**config.mk**
```make
export PLATFORM = sky130hd
export DESIGN_NAME = sram_port_scheduler
export DESIGN_NICKNAME = d
export VERILOG_FILES = /design/src/rtl/sram_port_scheduler_pkg.sv /design/src/rtl/sram_tag_fifo.sv /design/src/rtl/sram_port_scheduler.sv
export SDC_FILE = /design/constraint.sdc
export NUM_CORES = 1
export LEC_CHECK = 0
export CORE_ASPECT_RATIO = 2
export CORE_MARGIN = 5
export CORE_UTILIZATION = 45
export DETAILED_ROUTE_END_ITERATION = 8
export PLACE_DENSITY = 0.87
export RECOVER_POWER = 25
export SLEW_MARGIN = 40
export SYNTH_ARGS = -nofsm -noshare
export SYNTH_HDL_FRONTEND = slang
export SYNTH_SLANG_ARGS = --single-unit
```
**constraint.sdc**
```tcl
create_clock -name clock -period 9.06 [get_ports clock]
set_input_delay 0.906 -clock clock [delete_from_list [all_inputs] [get_ports clock]]
set_output_delay 0.906 -clock clock [all_outputs]
set_load 0.02 [all_outputs]
```
**src/rtl/sram_port_scheduler_pkg.sv**
```systemverilog
// Shared definitions for the SRAM port scheduler: port IDs, write-field layout,
// tag encoding and default tag FIFO depth.
package sram_port_scheduler_pkg;

    localparam int TAG_DEPTH_DEFAULT = 8;

    localparam int ADDR_W   = 18;
    localparam int DATA_W   = 32;
    localparam int MASK_W   = 4;
    localparam int WR_DIN_W = MASK_W + ADDR_W + DATA_W;

    // w*_din = {mask[3:0], addr[17:0], data[31:0]}
    localparam int WR_DATA_LSB = 0;
    localparam int WR_DATA_MSB = 31;
    localparam int WR_ADDR_LSB = 32;
    localparam int WR_ADDR_MSB = 49;
    localparam int WR_MASK_LSB = 50;
    localparam int WR_MASK_MSB = 53;

    typedef enum logic [1:0] {
        PORT_W0 = 2'd0,
        PORT_R0 = 2'd1,
        PORT_W1 = 2'd2,
        PORT_R1 = 2'd3
    } port_id_e;

    localparam logic TAG_R0 = 1'b0;
    localparam logic TAG_R1 = 1'b1;

endpackage

```
**src/rtl/sram_tag_fifo.sv**
```systemverilog
// 1-bit tag FIFO recording which read port owns each outstanding SRAM read.
// Accepts a push while full when a pop happens in the same cycle.
module sram_tag_fifo #(
    parameter int DEPTH = 8,
    localparam int PTR_W = $clog2(DEPTH),
    localparam int CNT_W = PTR_W + 1
) (
    input  logic             clock,
    input  logic             reset,
    input  logic             push,
    input  logic             wr_data,
    input  logic             pop,
    output logic             rd_data,
    output logic             full,
    output logic             empty,
    output logic [CNT_W-1:0] count
);

    logic [DEPTH-1:0] mem_q, mem_d;
    logic [PTR_W-1:0] wr_ptr_q, wr_ptr_d;
    logic [PTR_W-1:0] rd_ptr_q, rd_ptr_d;
    logic [CNT_W-1:0] count_q, count_d;
    logic             do_push;
    logic             do_pop;

    assign full    = (count_q == CNT_W'(DEPTH));
    assign empty   = (count_q == '0);
    assign count   = count_q;
    assign rd_data = mem_q[rd_ptr_q];

    always_comb begin
        do_pop   = pop & ~empty;
        do_push  = push & (~full | do_pop);
        mem_d    = mem_q;
        wr_ptr_d = wr_ptr_q;
        rd_ptr_d = rd_ptr_q;
        count_d  = count_q;
        if (do_push) begin
            mem_d[wr_ptr_q] = wr_data;
            wr_ptr_d        = wr_ptr_q + 1'b1;
        end
        if (do_pop) begin
            rd_ptr_d = rd_ptr_q + 1'b1;
        end
        case ({do_push, do_pop})
            2'b10:   count_d = count_q + 1'b1;
            2'b01:   count_d = count_q - 1'b1;
            default: count_d = count_q;
        endcase
    end

    always_ff @(posedge clock) begin
        if (reset) begin
            wr_ptr_q <= '0;
            rd_ptr_q <= '0;
            count_q  <= '0;
        end else begin
            wr_ptr_q <= wr_ptr_d;
            rd_ptr_q <= rd_ptr_d;
            count_q  <= count_d;
        end
    end

    always_ff @(posedge clock) begin
        mem_q <= mem_d;
    end

endmodule

```
**src/rtl/sram_port_scheduler.sv**
```systemverilog
// Arbitrates two write and two read ports onto a single registered SRAM command,
// and routes in-order read returns back to the issuing read port via a tag FIFO.
module sram_port_scheduler
    import sram_port_scheduler_pkg::*;
#(
    parameter int TAG_DEPTH = TAG_DEPTH_DEFAULT,
    parameter int MAX_BURST = 4
) (
    input  logic                clock,
    input  logic                reset,
    input  logic                w0_din_valid,
    output logic                w0_din_ready,
    input  logic [WR_DIN_W-1:0] w0_din,
    input  logic                w1_din_valid,
    output logic                w1_din_ready,
    input  logic [WR_DIN_W-1:0] w1_din,
    input  logic                r0_din_valid,
    output logic                r0_din_ready,
    input  logic [ADDR_W-1:0]   r0_din,
    output logic                r0_dout_valid,
    output logic [DATA_W-1:0]   r0_dout,
    input  logic                r1_din_valid,
    output logic                r1_din_ready,
    input  logic [ADDR_W-1:0]   r1_din,
    output logic                r1_dout_valid,
    output logic [DATA_W-1:0]   r1_dout,
    output logic                sram_addr_valid,
    input  logic                sram_ready,
    output logic [ADDR_W-1:0]   sram_addr,
    output logic [DATA_W-1:0]   sram_data_in,
    output logic [MASK_W-1:0]   sram_write_mask,
    input  logic [DATA_W-1:0]   sram_data_out,
    input  logic                sram_data_out_valid,
    output logic [4:0]          reads_outstanding,
    output logic                return_error
);

    localparam int BURST_W = $clog2(MAX_BURST + 1);
    localparam int CNT_W   = $clog2(TAG_DEPTH) + 1;

    function automatic logic [BURST_W-1:0] sat_inc(input logic [BURST_W-1:0] b);
        return (b >= BURST_W'(MAX_BURST)) ? b : b + 1'b1;
    endfunction

    logic                cmd_vld_q, cmd_vld_d;
    logic [ADDR_W-1:0]   cmd_addr_q, cmd_addr_d;
    logic [DATA_W-1:0]   cmd_data_q, cmd_data_d;
    logic [MASK_W-1:0]   cmd_mask_q, cmd_mask_d;
    logic [1:0]          last_q, last_d;
    logic [BURST_W-1:0]  burst_q, burst_d;
    logic                r0_dout_valid_q, r0_dout_valid_d;
    logic                r1_dout_valid_q, r1_dout_valid_d;
    logic [DATA_W-1:0]   r0_dout_q, r0_dout_d;
    logic [DATA_W-1:0]   r1_dout_q, r1_dout_d;
    logic                return_error_q, return_error_d;

    logic                fifo_full, fifo_empty, fifo_rd_tag;
    logic [CNT_W-1:0]    fifo_count;
    logic                fifo_push, fifo_pop, fifo_wr_tag;
    logic                free, rd_ok, others_req, grant_vld;
    logic [3:0]          req;
    logic [1:0]          grant_id, start, cand;

    // Arbitration: sticky burst priority, then round-robin from the port after last_q.
    always_comb begin
        free       = ~cmd_vld_q | sram_ready;
        fifo_pop   = sram_data_out_valid & ~fifo_empty;
        rd_ok      = ~fifo_full | fifo_pop;
        req        = {r1_din_valid & rd_ok, w1_din_valid, r0_din_valid & rd_ok, w0_din_valid};
        others_req = |(req & ~(4'b0001 << last_q));
        grant_vld  = 1'b0;
        grant_id   = last_q;
        start      = (burst_q == '0) ? last_q : last_q + 2'd1;
        cand       = start;
        if (free && !reset) begin
            if (burst_q != '0 && req[last_q] &&
                !(burst_q >= BURST_W'(MAX_BURST) && others_req)) begin
                grant_vld = 1'b1;
                grant_id  = last_q;
            end else begin
                for (int i = 3; i >= 0; i--) begin
                    cand = start + 2'(i);
                    if (req[cand]) begin
                        grant_vld = 1'b1;
                        grant_id  = cand;
                    end
                end
            end
        end
    end

    assign w0_din_ready = grant_vld && (grant_id == PORT_W0);
    assign r0_din_ready = grant_vld && (grant_id == PORT_R0);
    assign w1_din_ready = grant_vld && (grant_id == PORT_W1);
    assign r1_din_ready = grant_vld && (grant_id == PORT_R1);

    assign fifo_push   = r0_din_ready | r1_din_ready;
    assign fifo_wr_tag = r1_din_ready ? TAG_R1 : TAG_R0;

    always_comb begin
        cmd_vld_d  = cmd_vld_q;
        cmd_addr_d = cmd_addr_q;
        cmd_data_d = cmd_data_q;
        cmd_mask_d = cmd_mask_q;
        last_d     = last_q;
        burst_d    = burst_q;
        if (free) begin
            cmd_vld_d = grant_vld;
        end
        if (grant_vld) begin
            case (grant_id)
                PORT_W0: begin
                    cmd_addr_d = w0_din[WR_ADDR_MSB:WR_ADDR_LSB];
                    cmd_data_d = w0_din[WR_DATA_MSB:WR_DATA_LSB];
                    cmd_mask_d = w0_din[WR_MASK_MSB:WR_MASK_LSB];
                end
                PORT_W1: begin
                    cmd_addr_d = w1_din[WR_ADDR_MSB:WR_ADDR_LSB];
                    cmd_data_d = w1_din[WR_DATA_MSB:WR_DATA_LSB];
                    cmd_mask_d = w1_din[WR_MASK_MSB:WR_MASK_LSB];
                end
                PORT_R0: begin
                    cmd_addr_d = r0_din;
                    cmd_data_d = '0;
                    cmd_mask_d = '0;
                end
                default: begin
                    cmd_addr_d = r1_din;
                    cmd_data_d = '0;
                    cmd_mask_d = '0;
                end
            endcase
            last_d = grant_id;
            // Repeat grants only count toward the limit while someone else is waiting.
            if (burst_q != '0 && grant_id == last_q) begin
                burst_d = others_req ? sat_inc(burst_q) : BURST_W'(1);
            end else begin
                burst_d = BURST_W'(1);
            end
        end
    end

    always_comb begin
        r0_dout_valid_d = fifo_pop & (fifo_rd_tag == TAG_R0);
        r1_dout_valid_d = fifo_pop & (fifo_rd_tag == TAG_R1);
        r0_dout_d       = r0_dout_valid_d ? sram_data_out : r0_dout_q;
        r1_dout_d       = r1_dout_valid_d ? sram_data_out : r1_dout_q;
        return_error_d  = return_error_q | (sram_data_out_valid & fifo_empty);
    end

    always_ff @(posedge clock) begin
        if (reset) begin
            cmd_vld_q       <= 1'b0;
            cmd_addr_q      <= '0;
            cmd_data_q      <= '0;
            cmd_mask_q      <= '0;
            last_q          <= PORT_W0;
            burst_q         <= '0;
            r0_dout_valid_q <= 1'b0;
            r1_dout_valid_q <= 1'b0;
            r0_dout_q       <= '0;
            r1_dout_q       <= '0;
            return_error_q  <= 1'b0;
        end else begin
            cmd_vld_q       <= cmd_vld_d;
            cmd_addr_q      <= cmd_addr_d;
            cmd_data_q      <= cmd_data_d;
            cmd_mask_q      <= cmd_mask_d;
            last_q          <= last_d;
            burst_q         <= burst_d;
            r0_dout_valid_q <= r0_dout_valid_d;
            r1_dout_valid_q <= r1_dout_valid_d;
            r0_dout_q       <= r0_dout_d;
            r1_dout_q       <= r1_dout_d;
            return_error_q  <= return_error_d;
        end
    end

    sram_tag_fifo #(
        .DEPTH (TAG_DEPTH)
    ) u_tag_fifo (
        .clock   (clock),
        .reset   (reset),
        .push    (fifo_push),
        .wr_data (fifo_wr_tag),
        .pop     (fifo_pop),
        .rd_data (fifo_rd_tag),
        .full    (fifo_full),
        .empty   (fifo_empty),
        .count   (fifo_count)
    );

    assign sram_addr_valid   = cmd_vld_q;
    assign sram_addr         = cmd_addr_q;
    assign sram_data_in      = cmd_data_q;
    assign sram_write_mask   = cmd_mask_q;
    assign r0_dout_valid     = r0_dout_valid_q;
    assign r1_dout_valid     = r1_dout_valid_q;
    assign r0_dout           = r0_dout_q;
    assign r1_dout           = r1_dout_q;
    assign reads_outstanding = 5'(fifo_count);
    assign return_error      = return_error_q;

endmodule

```
==> metrics, run 1 <==
slew margin rel. 0.220; nets 1165; clk_lat worst skew 420 ps; share of cells above drive strength 1 0.0529; Area Growth Syn to Fin 56.8%; First-pass DRT Iterations 7; LEAKAGE 4.78 nW; most common cell after layout, fill and taps aside clkdlybuf4s50_1; critical path arrival 5430 ps; mapped cell area 6710 um^2; post-cts sizing count 0; RSZ-0062 raised after global routing false; share of Yosys cell area claimed by the top area cell type 0.409; port bufs 313; min-delay worst type flip-flop to flip-flop; # hold bufs at CTS 0; # Max-Cap Violations 0; commonest register cell after synthesis dfxtp_1; antenna violation net count after detailed routing 0; DIE WIDTH 96.3 um; pin count of the biggest net entering global routing 104; Total Neg Setup Slack 0 ps; TritonCTS clock tree yes; clock tree buffer depth 2; YS warnings 0; ant diodes 0; crit-path max FO 41; number of instances in the placed design 1146; post-route minimum period 6340 ps; hold_ws 447 ps; H-tree depth 4; setup violators final 0; post-route insts no fill 1178; most frequent cells in the layout clkdlybuf4s50_1 (246), mux2i_1 (141), dfxtp_1 (137); Cell Rows 63; post-CTS setup buffers 0; Initial Util 0.455; Crit. End Element output port; register bit count reported by yosys 145; Area contributors post-synth dfxtp_1 (41%), mux2i_1 (21%), nor2_1 (6.8%); WL final 21800 um; post-synth top area cell dfxtp_1; Final Skew 11.1 ps; maximum VDD drop 0.135 mV; Worst Tran Pin Value 1160 ps; 1st-iter DRT viols 219; Placeable Area 14700 um^2; clock sinks 145; Mapped Nets 879; die height 183 um; Final GP Congestion 0.881; sequential fraction of the synthesis area 0.445; Post-synth ARST share 0; DR DRC count 0; total grt overflow 0; Post-Syn Instances 684; total die area 17600 um^2; crit path kind input port to output port; DR vias/cell 5.31; number of global-route vias before repair 6477; first-pass GRT wire length 33100 um; clock slew at reported path FFs 60 ps; PD cells 216 nW/um^2; WP data required 8150 ps; # IOs 315; f_max 158 MHz; hpwl dp 17000 um; syn_area_per_cell 9.80 um^2; worst setup margin 2720 ps; CTS root buffer clkbuf_16; Final Cycle Share 0.700; Routed wire per std cell 18.5 um; count of different cell masters after synthesis 52; CP Launch Type input port; pre-CTS setup slack 3190 ps; Final Hold Vio Count 0; initial antenna violation count 0; Post-synth EDFFs 8; fillers 1093; fin. max-slew vios 0; vias 6254; status complete, no violations; Total Routing Usage GR 0.245; CTS Buf Count 17
-- final timing paths --
kind	cells after the start	slack [ps]	start	endpoint
worst max register to register	16	3790	u_tag_fifo.count[0]$_SDFFE_PP0P_	u_tag_fifo.count[2]$_SDFFE_PP0P_
worst max-delay path	12	2720	sram_data_out_valid	w1_din_ready
worst min-delay path	1	450	sram_addr[6]$_SDFFE_PP0P_	sram_addr[6]$_SDFFE_PP0P_
worst min register to register	1	450	sram_addr[6]$_SDFFE_PP0P_	sram_addr[6]$_SDFFE_PP0P_
-- layer usage --
metal / GRT usage / share of wire / vias up
met5: 0 / 0 / -
met2: 0.459 / 0.56 / 246
met3: 0.0639 / 0.066 / 57
li1: - / - / 3000
met1: 0.234 / 0.33 / 2951
met4: 0.121 / 0.044 / 0
-- area by class of cell --
class	instances	area, um^2	area share
Clock inverter	15	138	0.0131
Multi-Input combinational cell	475	3500	0.333
Inverter	12	45.0	0.00429
Tap cell	195	244	0.0232
Clock buffer	17	425	0.0405
Sequential cell	145	2980	0.284
Timing Repair Buffer	319	3180	0.302
-- cell usage after synthesis, types with 3 or more instances --
cell / count
a21o_1: 19
a2bb2oi_1: 36
a31oi_1: 4
buf_2: 13
edfxtp_1: 8
nor2_1: 122
dfxtp_1: 137
o31ai_1: 3
a32oi_1: 3
nand2b_1: 4
ha_1: 11
nor3_1: 8
xor2_1: 6
inv_1: 12
buf_1: 4
nand3b_1: 3
nand2_1: 19
o21ai_0: 10
nand3_1: 3
a21oi_1: 12
o21a_1: 3
a211oi_1: 3
o22ai_1: 18
xnor2_1: 6
nor3b_1: 6
mux2i_1: 143
nor2b_1: 3
clkbuf_1: 33
-- report_power, final --
group / total (mW) / switching (mW) / internal (mW)
registers: 0.781 / 0.0563 / 0.725
logic: 0.818 / 0.417 / 0.401
clock network: 0.666 / 0.302 / 0.364
-- state kept, by name (all words and copies together) (netlist names) --
signal               flops
sram_addr_valid          1
last_q                   2
u_tag_fifo.wr_ptr_q      3
sram_write_mask          4
r0_dout_valid            1
sram_addr               18
r0_dout                 32
return_error             1
u_tag_fifo.mem_q         8
burst_q                  3
r1_dout_valid            1
r1_dout                 32
u_tag_fifo.rd_ptr_q      3
sram_data_in            32
u_tag_fifo.count         4
-- critical path, stage by stage --
cell and delay, ps:
clkdlybuf4s50_1 430, nand2b_1 260, o21ai_0 810, o221ai_2 250, mux2_2 340, o31ai_4 350
mux2i_4 290, buf_4 550, nand2_1 150, buf_4 290, nor2_1 140, clkdlybuf4s50_1 620
-- logic make-up (layout without fill, tap and decap cells) --
kind of cell / count (synthesis) / in the layout / synth area share
adders and majority gates: 12 / 12 / 0.0220
and+or+nand+nor: 176 / 176 / 0.113
buffers and inverters: 64 / 363 / 0.0394
AOI/OAI and AO/OA: 128 / 128 / 0.143
DFF: 145 / 145 / 0.445
xor gates and xnor gates: 12 / 12 / 0.0157
other: 1 / 1 / 0.000559
muxes: 146 / 146 / 0.222
-- through the flow --
stage | util | total power [mW] | area, um^2
finish | 0.713 | 2.27 | 10500
global route | 0.713 | 2.38 | 10500
CTS | 0.713 | 2.30 | 10500
detailed placement | 0.675 | 1.63 | 9950
global placement | 0.674 | 1.62 | 9940
floorplan | - | 1.29 | 6710
Note: power is estimated with default switching activity, not from simulation.
==> run 2, diff against run 1 <==
- CORE_UTILIZATION: 45 -> 42
- PLACE_DENSITY: 0.87 -> 0.82
- clock period: 9.06 -> 6.5 ns (I/O delays scaled with it)
==> metrics, run 2 (synthesized netlist as in run 1, its figures left out) <==
status complete, no violations; total grt overflow 0 (unchanged); f_max 174 MHz; antenna violation net count after detailed routing 0 (unchanged); post-cts sizing count 0 (unchanged); DR vias/cell 5.25 (-1.0%); crit-path max FO 40 (-2.4%); Routed wire per std cell 18.6 um (+0.29%); fin. max-slew vios 0 (unchanged); Reg area 2980 um^2 (unchanged); # IOs 315 (unchanged); clk_lat worst skew 420 ps (about the same); Final Hold Vio Count 0 (unchanged); min-delay worst type flip-flop to flip-flop; WP data required 5850 ps (-2300 ps); pin count of the biggest net entering global routing 103 (-0.96%); post-CTS setup buffers 0 (unchanged); hold_ws 443 ps (-4.51 ps); clock sinks 145 (unchanged); total die area 18700 um^2 (+6.6%); nets 1166 (+0.086%); First-pass DRT Iterations 4 (-3); TritonCTS clock tree yes; WL final 22000 um (+0.80%); PD cells 303 nW/um^2 (+41%); crit path kind input port to output port; DIE WIDTH 99.3 um (+3.1%); Crit. End Element output port; vias 6220 (-0.54%); Cell Rows 65 (+3.2%); LEAKAGE 4.79 nW (+0.20%); most common cell after layout, fill and taps aside clkdlybuf4s50_1; CP Launch Type input port; H-tree depth 4 (unchanged); number of instances in the placed design 1153 (+0.61%); clock tree buffer depth 2 (unchanged); share of cells above drive strength 1 0.0498 (-0.00305); 1st-iter DRT viols 182 (-17%); post-route insts no fill 1184 (+0.51%); Final Cycle Share 0.885; first-pass GRT wire length 33600 um (+1.5%); Total Neg Setup Slack 0 ps (unchanged); post-route minimum period 5750 ps; # Max-Cap Violations 0 (unchanged); fillers 1271 (+16%); critical path arrival 5100 ps (-330 ps); CTS Buf Count 17 (unchanged); Area Growth Syn to Fin 57.4%; Final Total Pwr 3.20 mW (+41%); slew margin rel. 0.365 (+0.145); Worst Tran Pin Value 943 ps (-215 ps); maximum VDD drop 0.176 mV (+31%); DR DRC count 0 (unchanged); clock slew at reported path FFs 60 ps (about the same); # hold bufs at CTS 0 (unchanged); die height 189 um (+3.3%); Total Routing Usage GR 0.230 (-0.0150); hpwl dp 16900 um (-0.63%); port bufs 313 (unchanged); most frequent cells in the layout clkdlybuf4s50_1 (248), mux2i_1 (141), dfxtp_1 (137); CTS root buffer clkbuf_16; Core Util, Final 0.669 (-0.0443); area of the multi-input gates 3490 um^2 (-0.29%); initial antenna violation count 0 (unchanged); Placeable Area 15800 um^2 (+7.0%); RSZ-0062 raised after global routing false; number of global-route vias before repair 6416 (-0.94%); Final Skew 9.31 ps (-1.77 ps); Initial Util 0.425 (-0.0299); setup violators final 0 (unchanged); Final GP Congestion 0.851 (-3.4%); ant diodes 0 (unchanged)
[run 2: changes by cell type in the layout (fill, tap and decap cells not counted), moves of 2 or more]
cell,previous run,this run
dlygate4sd3_1,66,64
inv_6,6,3
inv_8,5,0
clkdlybuf4s50_1,246,248
nor2_1,120,122
clkbuf_8,0,2
clkbuf_16,17,19
[run 2: critical path: stages]
cell	delay [ps]
clkdlybuf4s50_1	430
nand2b_1	240
o21ai_0	780
o221ai_2	280
mux2_2	350
o31ai_4	350
mux2i_4	300
buf_4	550
nand2_1	360
nor2_1	170
clkdlybuf4s50_1	640
[run 2: routing by layer]
metal | GRT usage | share of wire
met4 | 0.0994 | 0.038
met2 | 0.435 | 0.55
met5 | 0 | 0
met1 | 0.227 | 0.35
met3 | 0.0637 | 0.068
[run 2: final timing paths]
kind                              from  depth (start not counted)                          endpoint  slack (ps)
max                sram_data_out_valid                         11                      w1_din_ready         750
min          sram_addr[2]$_SDFFE_PP0P_                          1         sram_addr[2]$_SDFFE_PP0P_         440
max reg2reg     last_q[0]$_SDFFE_PP0P_                         16  u_tag_fifo.count[2]$_SDFFE_PP0P_        1870
min reg2reg  sram_addr[2]$_SDFFE_PP0P_                          1         sram_addr[2]$_SDFFE_PP0P_         440
[run 2: cell type report]
| class | count | area share |
|---|---|---|
| Clock buffer | 22 | 0.0480 |
| Clock inverter | 9 | 0.00866 |
| Inverter | 12 | 0.00427 |
| Multi-Input combinational cell | 475 | 0.330 |
| Sequential cell | 145 | 0.283 |
| Tap cell | 201 | 0.0238 |
| Timing Repair Buffer | 320 | 0.302 |
[run 2: stage by stage]
step | setup WS (ps) | cell area [um^2]
after floorplan | 2470 | 6710
after global placement | 1330 | 9960
after detailed placement | 1240 | 9960
after CTS | 987 | 10600
after global routing | 375 | 10600
final | 746 | 10600
[run 2: power breakdown]
part,switching (mW),internal (mW),leakage (nW)
Sequential,0.0799,1.01,1.19
Combinational,0.571,0.557,3.31
Clock,0.388,0.595,0.290
Total,1.04,2.16,4.79
==> run 3, diff against run 2 <==
- CORE_UTILIZATION: 42 -> 41
- PLACE_DENSITY: 0.82 -> 0.8
- SYNTH_HIERARCHICAL: default -> 1
==> metrics, run 3 <==
post-route insts no fill 1254 (+5.9%); Cell Rows 66 (+1.5%); worst setup margin 1140 ps (+397 ps); nets 1231 (+5.6%); crit-path max FO 23 (-43%); register bit count reported by yosys 145 (unchanged); clock slew at reported path FFs 60 ps (about the same); share of total power in combinational logic 0.255 (-0.098); critical path arrival 4710 ps (-390 ps); CTS Buf Count 17 (unchanged); post-route minimum period 5360 ps (-397 ps); Initial Util 0.413 (-0.0118); Final Hold Vio Count 0 (unchanged); port bufs 313 (unchanged); Post-synth EDFFs 8 (unchanged); post-CTS setup buffers 0 (unchanged); Mapped Nets 949 (+8.0%); R2R setup slack 1500 ps (-370 ps); hold_ws 449 ps (+5.83 ps); hold path depth 2 (+1); Final GP Congestion 0.882 (+3.6%); failing checks max-capacitance violations, max-slew violations; post-cts sizing count 0 (unchanged); number of instances in the placed design 1220 (+5.8%); CP max stage delay 710 ps (-70 ps); min-delay worst type flip-flop to flip-flop; crit path kind flip-flop to output port; Synth Area in Adders 0.0237 (+0.00168); sw power 0.806 mW (-22%); antenna violation net count after detailed routing 0 (unchanged); # Max-Cap Violations 2 (+2); Final Cycle Share 0.824 (-0.0611); LEAKAGE 3.91 nW (-18%); Worst Tran Pin Value 3230 ps (+2290 ps); share of Yosys cell area claimed by the top area cell type 0.412 (+0.00323); TritonCTS clock tree yes; CP max-delay cell dfxtp_1; CTS root buffer clkbuf_16; Post-synth ARST share 0 (unchanged); DIE WIDTH 100 um (+0.73%); # hold bufs at CTS 0 (unchanged); most common cell in the netlist nand2_1; XOR/XNOR share of the synthesized area 0.0130 (-0.00270); fin. max-slew vios 121 (+121); Area contributors post-synth dfxtp_1 (41%), nand2_1 (8.1%), a21oi_1 (7.1%); WP data required 5850 ps (about the same); vias 7013 (+13%); placed cell area 9810 um^2 (-1.5%); 1st-iter DRT viols 503 (+180%); total die area 19000 um^2 (+1.5%); First-pass DRT Iterations 8 (+4); Final Skew 13.1 ps (+3.77 ps); commonest register cell after synthesis dfxtp_1; clk_lat worst skew 420 ps (about the same); status finished, violations left; compound-gate portion of the synthesized area 0.229 (+0.0863); DR DRC count 0 (unchanged); most frequent cells after synthesis nand2_1 (144), dfxtp_1 (137), a21oi_1 (94); crit-path cells inv_2 -> ha_1 -> mux2_4 -> o21ai_2 -> a2111oi_4 -> o21a_1 -> o22a_2 -> and2_2 -> and3_1 -> clkdlybuf4s50_1; most frequent cells in the layout clkdlybuf4s50_1 (247), nand2_1 (144), dfxtp_1 (137); PD cells 252 nW/um^2 (-17%); YS warnings 6 (+6); clock power share 0.359 (+0.052); setup violators final 0 (unchanged); reg2reg end u_tag_fifo/count[3]$_SDFFE_PP0P_; RSZ-0062 raised after global routing false; pre-CTS setup slack 1240 ps (-5.73 ps); Min-Delay Startpoint r0_dout[15]$_SDFFE_PP0P_; Total Neg Setup Slack 0 ps (unchanged); Hold EP r0_dout[15]$_SDFFE_PP0P_; # IOs 315 (unchanged); pin count of the biggest net entering global routing 78 (-24%); Routed wire per std cell 19.8 um (+6.6%); Post-Syn Instances 753 (+10%); hpwl dp 18300 um (+8.2%); Crit. End Element output port; slew margin rel. -1.16 (-1.52); fraction of power consumed by sequential logic 0.386 (+0.045); f_max 187 MHz (+7.4%); DR vias/cell 5.59 (+6.5%); clock sinks 145 (unchanged); total grt overflow 0 (unchanged); mapped cell area 6650 um^2 (-0.78%); FF-to-FF path depth 17 (+1); Switching Fraction 0.308 (-0.0166); share of cells above drive strength 1 0.0658 (+0.0160); syn_area_per_cell 8.83 um^2 (-9.9%); Placeable Area 16100 um^2 (+2.1%); main combinational cell family by area after synthesis compound AO/OA/AOI/OAI gates; sequential fraction of the synthesis area 0.448 (+0.00351); WL final 24800 um (+13%); Area Growth Syn to Fin 56.0%; mux contribution to synthesized area 0.0504 (-0.171); worst r2r src last_q[0]$_SDFFE_PP0P_; clock tree buffer depth 2 (unchanged); Simple-Gate Fraction of Synth Area 0.181 (+0.0678); post-synth top area cell dfxtp_1; initial antenna violation count 4 (+4); die height 190 um (+0.77%); number of global-route vias before repair 7049 (+9.9%); H-tree depth 4 (unchanged); final instance area 10400 um^2 (-1.6%); count of different cell masters after synthesis 72 (+38%); CP Launch Type flip-flop; maximum VDD drop 0.209 mV (+18%); Pint 1.81 mW (-16%); first-pass GRT wire length 38000 um (+13%); most common cell after layout, fill and taps aside clkdlybuf4s50_1; Total Routing Usage GR 0.254 (+0.0244)
## run 3: cell types whose count changed in the layout (fill, tap and decap cells not counted), moves of 6 or more
cell / delta
a21o_1: -19
a21oi_1: +82
a222oi_1: +34
a22oi_1: +19
a2bb2oi_1: -36
and3_1: +21
mux2i_1: -116
nand2_1: +126
nor2_1: -60
nor3b_1: -6
o21ai_0: -8
o221ai_1: +16
o22ai_1: -15
## run 3: worst max-delay path by stage
stage | to | from | slack [ps] | cells after the start
2_1_floorplan | u_tag_fifo/count[3]$_SDFFE_PP0P_ | u_tag_fifo/count[3]$_SDFFE_PP0P_ | 2210 | 18
3_3_place_gp | w1_din_ready | w1_din_valid | 1270 | 10
3_5_place_dp | r1_din_ready | w1_din_valid | 1240 | 9
4_1_cts | r1_din_ready | last_q[0]$_SDFFE_PP0P_ | 1030 | 11
5_1_grt | w1_din_ready | last_q[0]$_SDFFE_PP0P_ | 850 | 10
6_report | r0_din_ready | last_q[0]$_SDFFE_PP0P_ | 1140 | 10
## run 3: critical path: cells and delay by family, from the launching register on
family          cells  cell delay [ps]
fa+ha+maj           1              510
simple gates        2              930
flops               1              710
compound gates      4             1060
buf+inv             2              830
mux                 1              230
## run 3: metrics by stage
stage / total power [mW] / utilization
4_1_cts: 2.64 / 0.644
6_report: 2.62 / 0.645
3_3_place_gp: 1.69 / 0.609
2_1_floorplan: 1.38 / -
3_5_place_dp: 1.69 / 0.609
5_1_grt: 2.72 / 0.645
## run 3: layer usage
layer / GRT usage / up-vias / share of wire
met4: 0.0778 / 6 / 0.023
li1: - / 3303 / -
met1: 0.313 / 3256 / 0.38
met3: 0.0925 / 49 / 0.12
met5: 0 / - / 0.0017
met2: 0.412 / 399 / 0.47
## run 3: power groups by stage
| stage | clock network, mW | registers, mW | logic [mW] |
|---|---|---|---|
| 3_3_place_gp | 0 | 1.02 | 0.663 |
| 3_5_place_dp | 0 | 1.03 | 0.668 |
| 4_1_cts | 0.960 | 1.01 | 0.673 |
| 2_1_floorplan | 0 | 1.09 | 0.293 |
| 5_1_grt | 0.994 | 1.02 | 0.714 |
| 6_report | 0.939 | 1.01 | 0.668 |
## run 3: area by class of cell
type	count	area (um^2)
diodes	2	5.00
clock buffers	19	454
clock inverters	13	111
fillers	1340	5720
inverters	14	52.6
multi-input cells	534	3320
flip-flops and latches	145	2980
well taps	204	255
repair buffers	323	3200
## run 3: logic make-up after synthesis
kind of cell / after synthesis
AND/OR/NAND/NOR: 271
AO/OA/AOI/OAI: 211
flip-flops: 145
buffers and inverters: 74
multiplexers: 30
adder cells (fa/ha/maj): 12
XOR/XNOR: 9
other: 1
